**config.mk**
```make
export PLATFORM = sky130hd
export DESIGN_NAME = vga_sync_rx
export DESIGN_NICKNAME = d
export VERILOG_FILES = /design/src/rtl/vga_sync_rx.sv
export SDC_FILE = /design/constraint.sdc
export NUM_CORES = 1
export LEC_CHECK = 0
export CAP_MARGIN = 30
export CORE_MARGIN = 2
export CORE_UTILIZATION = 25
export DETAILED_ROUTE_END_ITERATION = 6
export PLACE_DENSITY_LB_ADDON = 0.12
export SETUP_SLACK_MARGIN = 0.4
export SYNTH_ARGS = -nofsm -noshare
export SYNTH_HDL_FRONTEND = slang
export SYNTH_SLANG_ARGS = --single-unit
```
**constraint.sdc**
```tcl
create_clock -name clk -period 6 [get_ports clk]
set_input_delay 0.6 -clock clk [delete_from_list [all_inputs] [get_ports clk]]
set_output_delay 0.6 -clock clk [all_outputs]
set_load 0.02 [all_outputs]
```
**src/rtl/vga_sync_rx.sv**
```systemverilog
// Receive-side VGA timing recovery: rebuilds pixel coordinates from an incoming
// active-low h/v sync pair, measures line length and reports phase faults once locked.
module vga_sync_rx #(
   parameter int BIT          = 10,
   parameter int HRES         = 640,
   parameter int VRES         = 480,
   parameter int H_TOTAL      = 800,
   parameter int V_TOTAL      = 525,
   parameter int H_SYNC_START = 655,
   parameter int V_SYNC_START = 489,
   parameter int LOCK_LINES   = 4
) (
   input  logic           clk,
   input  logic           reset,
   input  logic           h_sync_in,
   input  logic           v_sync_in,
   output logic [BIT-1:0] x_pos,
   output logic [BIT-1:0] y_pos,
   output logic           active,
   output logic           locked,
   output logic           h_err,
   output logic           v_err,
   output logic [BIT-1:0] line_len
);

   localparam logic [BIT-1:0] ONE    = BIT'(1);
   localparam logic [BIT-1:0] X_LAST = BIT'(H_TOTAL - 1);
   localparam logic [BIT-1:0] Y_LAST = BIT'(V_TOTAL - 1);
   localparam logic [BIT-1:0] X_SYNC = BIT'(H_SYNC_START);
   localparam logic [BIT-1:0] X_LOAD = BIT'(H_SYNC_START + 1);
   localparam logic [BIT-1:0] Y_SYNC = BIT'(V_SYNC_START);
   localparam logic [BIT-1:0] H_ACT  = BIT'(HRES);
   localparam logic [BIT-1:0] V_ACT  = BIT'(VRES);
   localparam logic [BIT-1:0] H_LEN  = BIT'(H_TOTAL);
   localparam logic [3:0]     LOCK_N = 4'(LOCK_LINES);

   typedef enum logic [1:0] {
      SEARCH = 2'd0,
      HLOCK  = 2'd1,
      LOCKED = 2'd2
   } state_t;

   state_t         state;
   logic           h_q;
   logic           v_q;
   logic [BIT-1:0] x_cnt;
   logic [BIT-1:0] y_cnt;
   logic [BIT-1:0] per_cnt;
   logic [3:0]     good;

   logic           h_fe;
   logic           v_fe;
   logic           x_match;
   logic           y_match;
   logic [BIT-1:0] per_inc;
   logic           good_line;
   logic           x_load;
   logic           y_load;
   logic           x_wrap;
   logic           h_fault;
   logic           v_fault;
   logic [3:0]     good_nxt;

   // Edge detection, alignment decisions and fault classification
   always_comb begin
      h_fe      = h_q & ~h_sync_in;
      v_fe      = v_q & ~v_sync_in;
      x_match   = (x_cnt == X_SYNC);
      y_match   = (y_cnt == Y_SYNC);
      per_inc   = (per_cnt == '1) ? per_cnt : per_cnt + ONE;
      good_line = h_fe && (per_inc == H_LEN);
      x_load    = h_fe && !x_match;
      y_load    = v_fe && !y_match;
      x_wrap    = (x_cnt == X_LAST) && !x_load;
      h_fault   = (h_fe && !x_match) || (x_match && !h_fe) || (h_fe && !good_line);
      v_fault   = (v_fe && !y_match) || (x_match && y_match && v_sync_in);
      good_nxt  = good + 4'd1;
   end

   // Sync history, coordinate counters and line-period measurement
   always_ff @(posedge clk) begin
      if (reset) begin
         h_q      <= 1'b1;
         v_q      <= 1'b1;
         x_cnt    <= '0;
         y_cnt    <= '0;
         per_cnt  <= '1;
         line_len <= '0;
      end else begin
         h_q <= h_sync_in;
         v_q <= v_sync_in;
         if (x_load) begin
            x_cnt <= X_LOAD;
         end else if (x_cnt == X_LAST) begin
            x_cnt <= '0;
         end else begin
            x_cnt <= x_cnt + ONE;
         end
         // A vertical realignment wins over the line-wrap increment
         if (y_load) begin
            y_cnt <= Y_SYNC;
         end else if (x_wrap) begin
            y_cnt <= (y_cnt == Y_LAST) ? '0 : y_cnt + ONE;
         end else begin
            y_cnt <= y_cnt;
         end
         if (h_fe) begin
            line_len <= per_inc;
            per_cnt  <= '0;
         end else begin
            per_cnt  <= per_inc;
         end
      end
   end

   // Lock state machine with registered lock flag and error pulses
   always_ff @(posedge clk) begin
      if (reset) begin
         state  <= SEARCH;
         good   <= 4'd0;
         locked <= 1'b0;
         h_err  <= 1'b0;
         v_err  <= 1'b0;
      end else begin
         h_err <= 1'b0;
         v_err <= 1'b0;
         case (state)
            SEARCH: begin
               locked <= 1'b0;
               if (h_fe) begin
                  if (!good_line) begin
                     good <= 4'd0;
                  end else if (good_nxt == LOCK_N) begin
                     state <= HLOCK;
                     good  <= 4'd0;
                  end else begin
                     good <= good_nxt;
                  end
               end
            end
            HLOCK: begin
               if (h_fe && (!x_match || !good_line)) begin
                  state  <= SEARCH;
                  good   <= 4'd0;
                  locked <= 1'b0;
               end else if (v_fe) begin
                  state  <= LOCKED;
                  locked <= 1'b1;
               end
            end
            LOCKED: begin
               if (h_fault || v_fault) begin
                  state  <= SEARCH;
                  good   <= 4'd0;
                  locked <= 1'b0;
                  h_err  <= h_fault;
                  v_err  <= v_fault;
               end
            end
            default: begin
               state  <= SEARCH;
               good   <= 4'd0;
               locked <= 1'b0;
            end
         endcase
      end
   end

   assign x_pos  = x_cnt;
   assign y_pos  = y_cnt;
   assign active = locked && (x_cnt < H_ACT) && (y_cnt < V_ACT);

endmodule

```
==> results by group <==
Floorplanning
  – Die area: 11600 µm²
  – Die Y: 108 µm
  – Starting Density: about a quarter
  – Row count: 37
  – Ports: 38
  – Die Wd: 108 µm
  – Core area: 10400 µm²

Timing
  – RSZ-0062 raised after global routing: false
  – Rel. slew slack: 45.8%
  – Period minus WS final: around 3.2 ns
  – Endpoints failing setup: 0
  – Worst-Margin Slew: between 0.8 and 0.9 ns
  – Final hold violations: 0
  – Period utilization: 54.0%
  – Clock skew: 0.00881 ns
  – Max-slew violation count: 0
  – Setup_tns: 0 ns
  – FMAX: about 0.3 GHz

Yosys
  – Mapped Nets: 319
  – Largest family of logic cells by synthesized area: simple AND/OR/NAND/NOR gates
  – Synth Area in Adders: about 3.7%
  – Compound-Gate Fraction of Synth Area: 17.2%
  – XOR/XNOR Fraction of Synth Area: 6.18%
  – Top FF cell, synth: dfxtp_1
  – Netlist Area Pre-Place: 2690 µm²
  – Mapped Avg Cell Area: 8.77 µm²
  – Leading cell types by count after synthesis: dfxtp_1 (51), nand2_1 (33), nor2_1 (27)
  – Yosys top cell area share: a little under two fifths
  – Mapped Cells: 307
  – Post-synthesis mux area share: around 1.9%
  – Post-synthesis sequential area ratio: 37.9%
  – FF+latch count, synth: 51
  – Simple-gate portion of the synthesized area: 28.9%
  – FFs w/ async S/R, synth: 0%
  – Yosys warns: 0
  – EDFF count, synth: 0
  – Post-synth cell types: 60
  – Area contributors post-synth: dfxtp_1 (38%), nand2_1 (4.6%), nor2_1 (3.8%)
  – Count leader, synth: dfxtp_1
  – Largest area contributor in the netlist: dfxtp_1

Worst setup path
  – CP top delay family: simple AND/OR/NAND/NOR gates
  – Kind of critical path: primary input to register
  – CP Capture Point: y_pos[8]$_SDFFE_PP0P_
  – Crit path capture type: register
  – CP max stage delay: 0.57 ns
  – Reg-to-reg startpoint: h_q$_SDFF_PP1_
  – Crit path depth: 7
  – Critical Path AT: 3.48 ns
  – CP required: 6.24 ns
  – R2r setup slk: 3.19 ns
  – Worst path bufs/invs: 2
  – Slowest library cell on the worst path: clkinv_1
  – CP Launch Type: primary input
  – Reg2reg path depth: 6
  – Crit Path Max Fanout: 19
  – Critical-path cell list: clkdlybuf4s50_1, or2b_2, clkinv_1, ha_1, or3_1, or3b_1, a31oi_1
  – CP startpoint: h_sync_in
  – FF-to-FF End: y_pos[8]$_SDFFE_PP0P_

Global routing
  – GRT busiest layer: met2
  – GRT Total Usage: 11.3%
  – Initial antenna violation count: 0
  – Met1 Resource Use GR: between 10% and 20%
  – First-pass GRT wire length: about 10 mm
  – M3 GR Usage: 2.30%
  – GRT overflow: 0
  – GRT met2 Usage: between 10% and 20%
  – Vias in the first global route: 2057
  – Largest net degree at the start of global routing: 29

Placement
  – DP Cell Count: approximately 470
  – Port Buf Inserts: 37
  – RePlAce Congestion: between 0.7 and 0.8
  – Dpl hpwl: 4.74 mm

Finish
  – Final #Nets: 352
  – Synthesis-to-layout area growth: 20.8%
  – Share of cells above drive strength 1: ~9%
  – Post-Layout Cell Count: 476
  – ANT cells: 0

Clocking
  – Bufs on Longest Clock Path: 2
  – Clk root buf: clkbuf_8
  – Latest clock arrival within the worst-skew pair: 0.30 ns
  – CTS tree: built
  – Number of buffers created by CTS: 5
  – CTS resizes: 0
  – Post-CTS Setup Inserts: 0
  – H-tree depth: 2
  – Hold_buf cts: 0
  – # clock sinks: 51
  – CTS clk-pin slew, worst paths: ~0.090 ns

Power and ir drop
  – PwrDens: 228 nW/µm²
  – Peak supply drop: 89.0 µV
  – Pleak: 1.19 nW

Run
  – Maxcap violations: 0

Drt
  – Drt wl/cell: 13.5 µm
  – Final WL: ~6.4 mm
  – Routed Antenna Nets: 0
  – Initial DRC Count: 65
  – Drt pass-1 iters: 4
  – Via count: 2280
  – DR DRC count: 0
  – Via density: 4.79

Run status
  – Status: finished, final reports clean

Min path
  – Hold Path Class: register to register
[registers in the layout, indices dropped and copies added (netlist names)]
register / flops
good: 4
h_err: 1
h_q: 1
line_len: 10
locked: 1
per_cnt: 10
state: 2
v_err: 1
v_q: 1
x_pos: 10
y_pos: 10
[cell usage in the layout (no fill, tap or decap), types with 3 or more instances in the layout]
| cell | Yosys | routed |
|---|---|---|
| clkbuf_8 | 0 | 6 |
| nand2b_1 | 5 | 5 |
| a21oi_1 | 15 | 15 |
| nor2_1 | 27 | 27 |
| clkdlybuf4s50_1 | 0 | 37 |
| mux2i_1 | 4 | 4 |
| nand3_1 | 12 | 12 |
| and2_1 | 3 | 3 |
| a31oi_1 | 8 | 8 |
| ha_1 | 8 | 8 |
| nor3_1 | 4 | 4 |
| dfxtp_1 | 51 | 51 |
| or2_2 | 3 | 3 |
| xor2_1 | 11 | 11 |
| and3_1 | 12 | 12 |
| nand4_1 | 9 | 9 |
| inv_1 | 8 | 8 |
| nand3b_1 | 3 | 3 |
| or3_1 | 4 | 4 |
| nand2_1 | 33 | 33 |
| o21ai_0 | 17 | 17 |
| nor3b_1 | 3 | 3 |
| xnor2_1 | 8 | 8 |
[metrics by stage]
step | util, % | power, mW | cell area, µm² | setup WS, ns | hold slack [ns]
global placement | 30.5 | 0.549 | 3160 | 2.53 | 0.446
floorplan | - | 0.501 | 2690 | 3.44 | 0.452
detailed placement | 30.5 | 0.549 | 3160 | 2.40 | 0.445
CTS | 31.3 | 0.753 | 3250 | 2.74 | 0.471
global route | 31.3 | 0.784 | 3250 | 2.49 | 0.491
finish | 31.3 | 0.742 | 3250 | 2.76 | 0.468
[cell type report]
class / count / area [µm²]
clock buffers: 6 / 82.6
clock inverters: 1 / 5.00
fillers: 1127 / 7120
inverters: 9 / 33.8
multi-input cells: 235 / 1560
flip-flops and latches: 51 / 1020
well taps: 136 / 170
repair buffers: 38 / 378
[power breakdown]
group          switching (mW)  internal (mW)  total [mW]
clock                   0.112         0.0908       0.203
sequential             0.0281          0.359       0.387
combinational          0.0853         0.0672       0.152
total                   0.225          0.517       0.742
[logic make-up after synthesis]
| family | after synthesis |
|---|---|
| flops | 51 |
| buf+inv | 21 |
| fa+ha+maj | 8 |
| xor+xnor | 19 |
| simple gates | 141 |
| compound gates | 62 |
| mux | 5 |
[how the worst min path moves through the flow]
stage                    startpoint              endpoint  slack, ns  depth (start not counted)
6_report        x_pos[0]$_SDFF_PP0_   x_pos[0]$_SDFF_PP0_       0.47                          1
2_1_floorplan  good[3]$_SDFFE_PP0P_  good[3]$_SDFFE_PP0P_       0.45                          1
5_1_grt         x_pos[0]$_SDFF_PP0_   x_pos[0]$_SDFF_PP0_       0.49                          1
3_3_place_gp    x_pos[0]$_SDFF_PP0_   x_pos[0]$_SDFF_PP0_       0.45                          1
4_1_cts         x_pos[0]$_SDFF_PP0_   x_pos[0]$_SDFF_PP0_       0.47                          1
3_5_place_dp    x_pos[0]$_SDFF_PP0_   x_pos[0]$_SDFF_PP0_       0.45                          1
[metal layers]
layer / vias up / share of wire (%)
met1: 1082 / 51
met2: 33 / 45
met4: 0 / 1.2
li1: 1158 / -
met3: 7 / 3.5
met5: - / 0
Power figures use the tool's default switching activity.
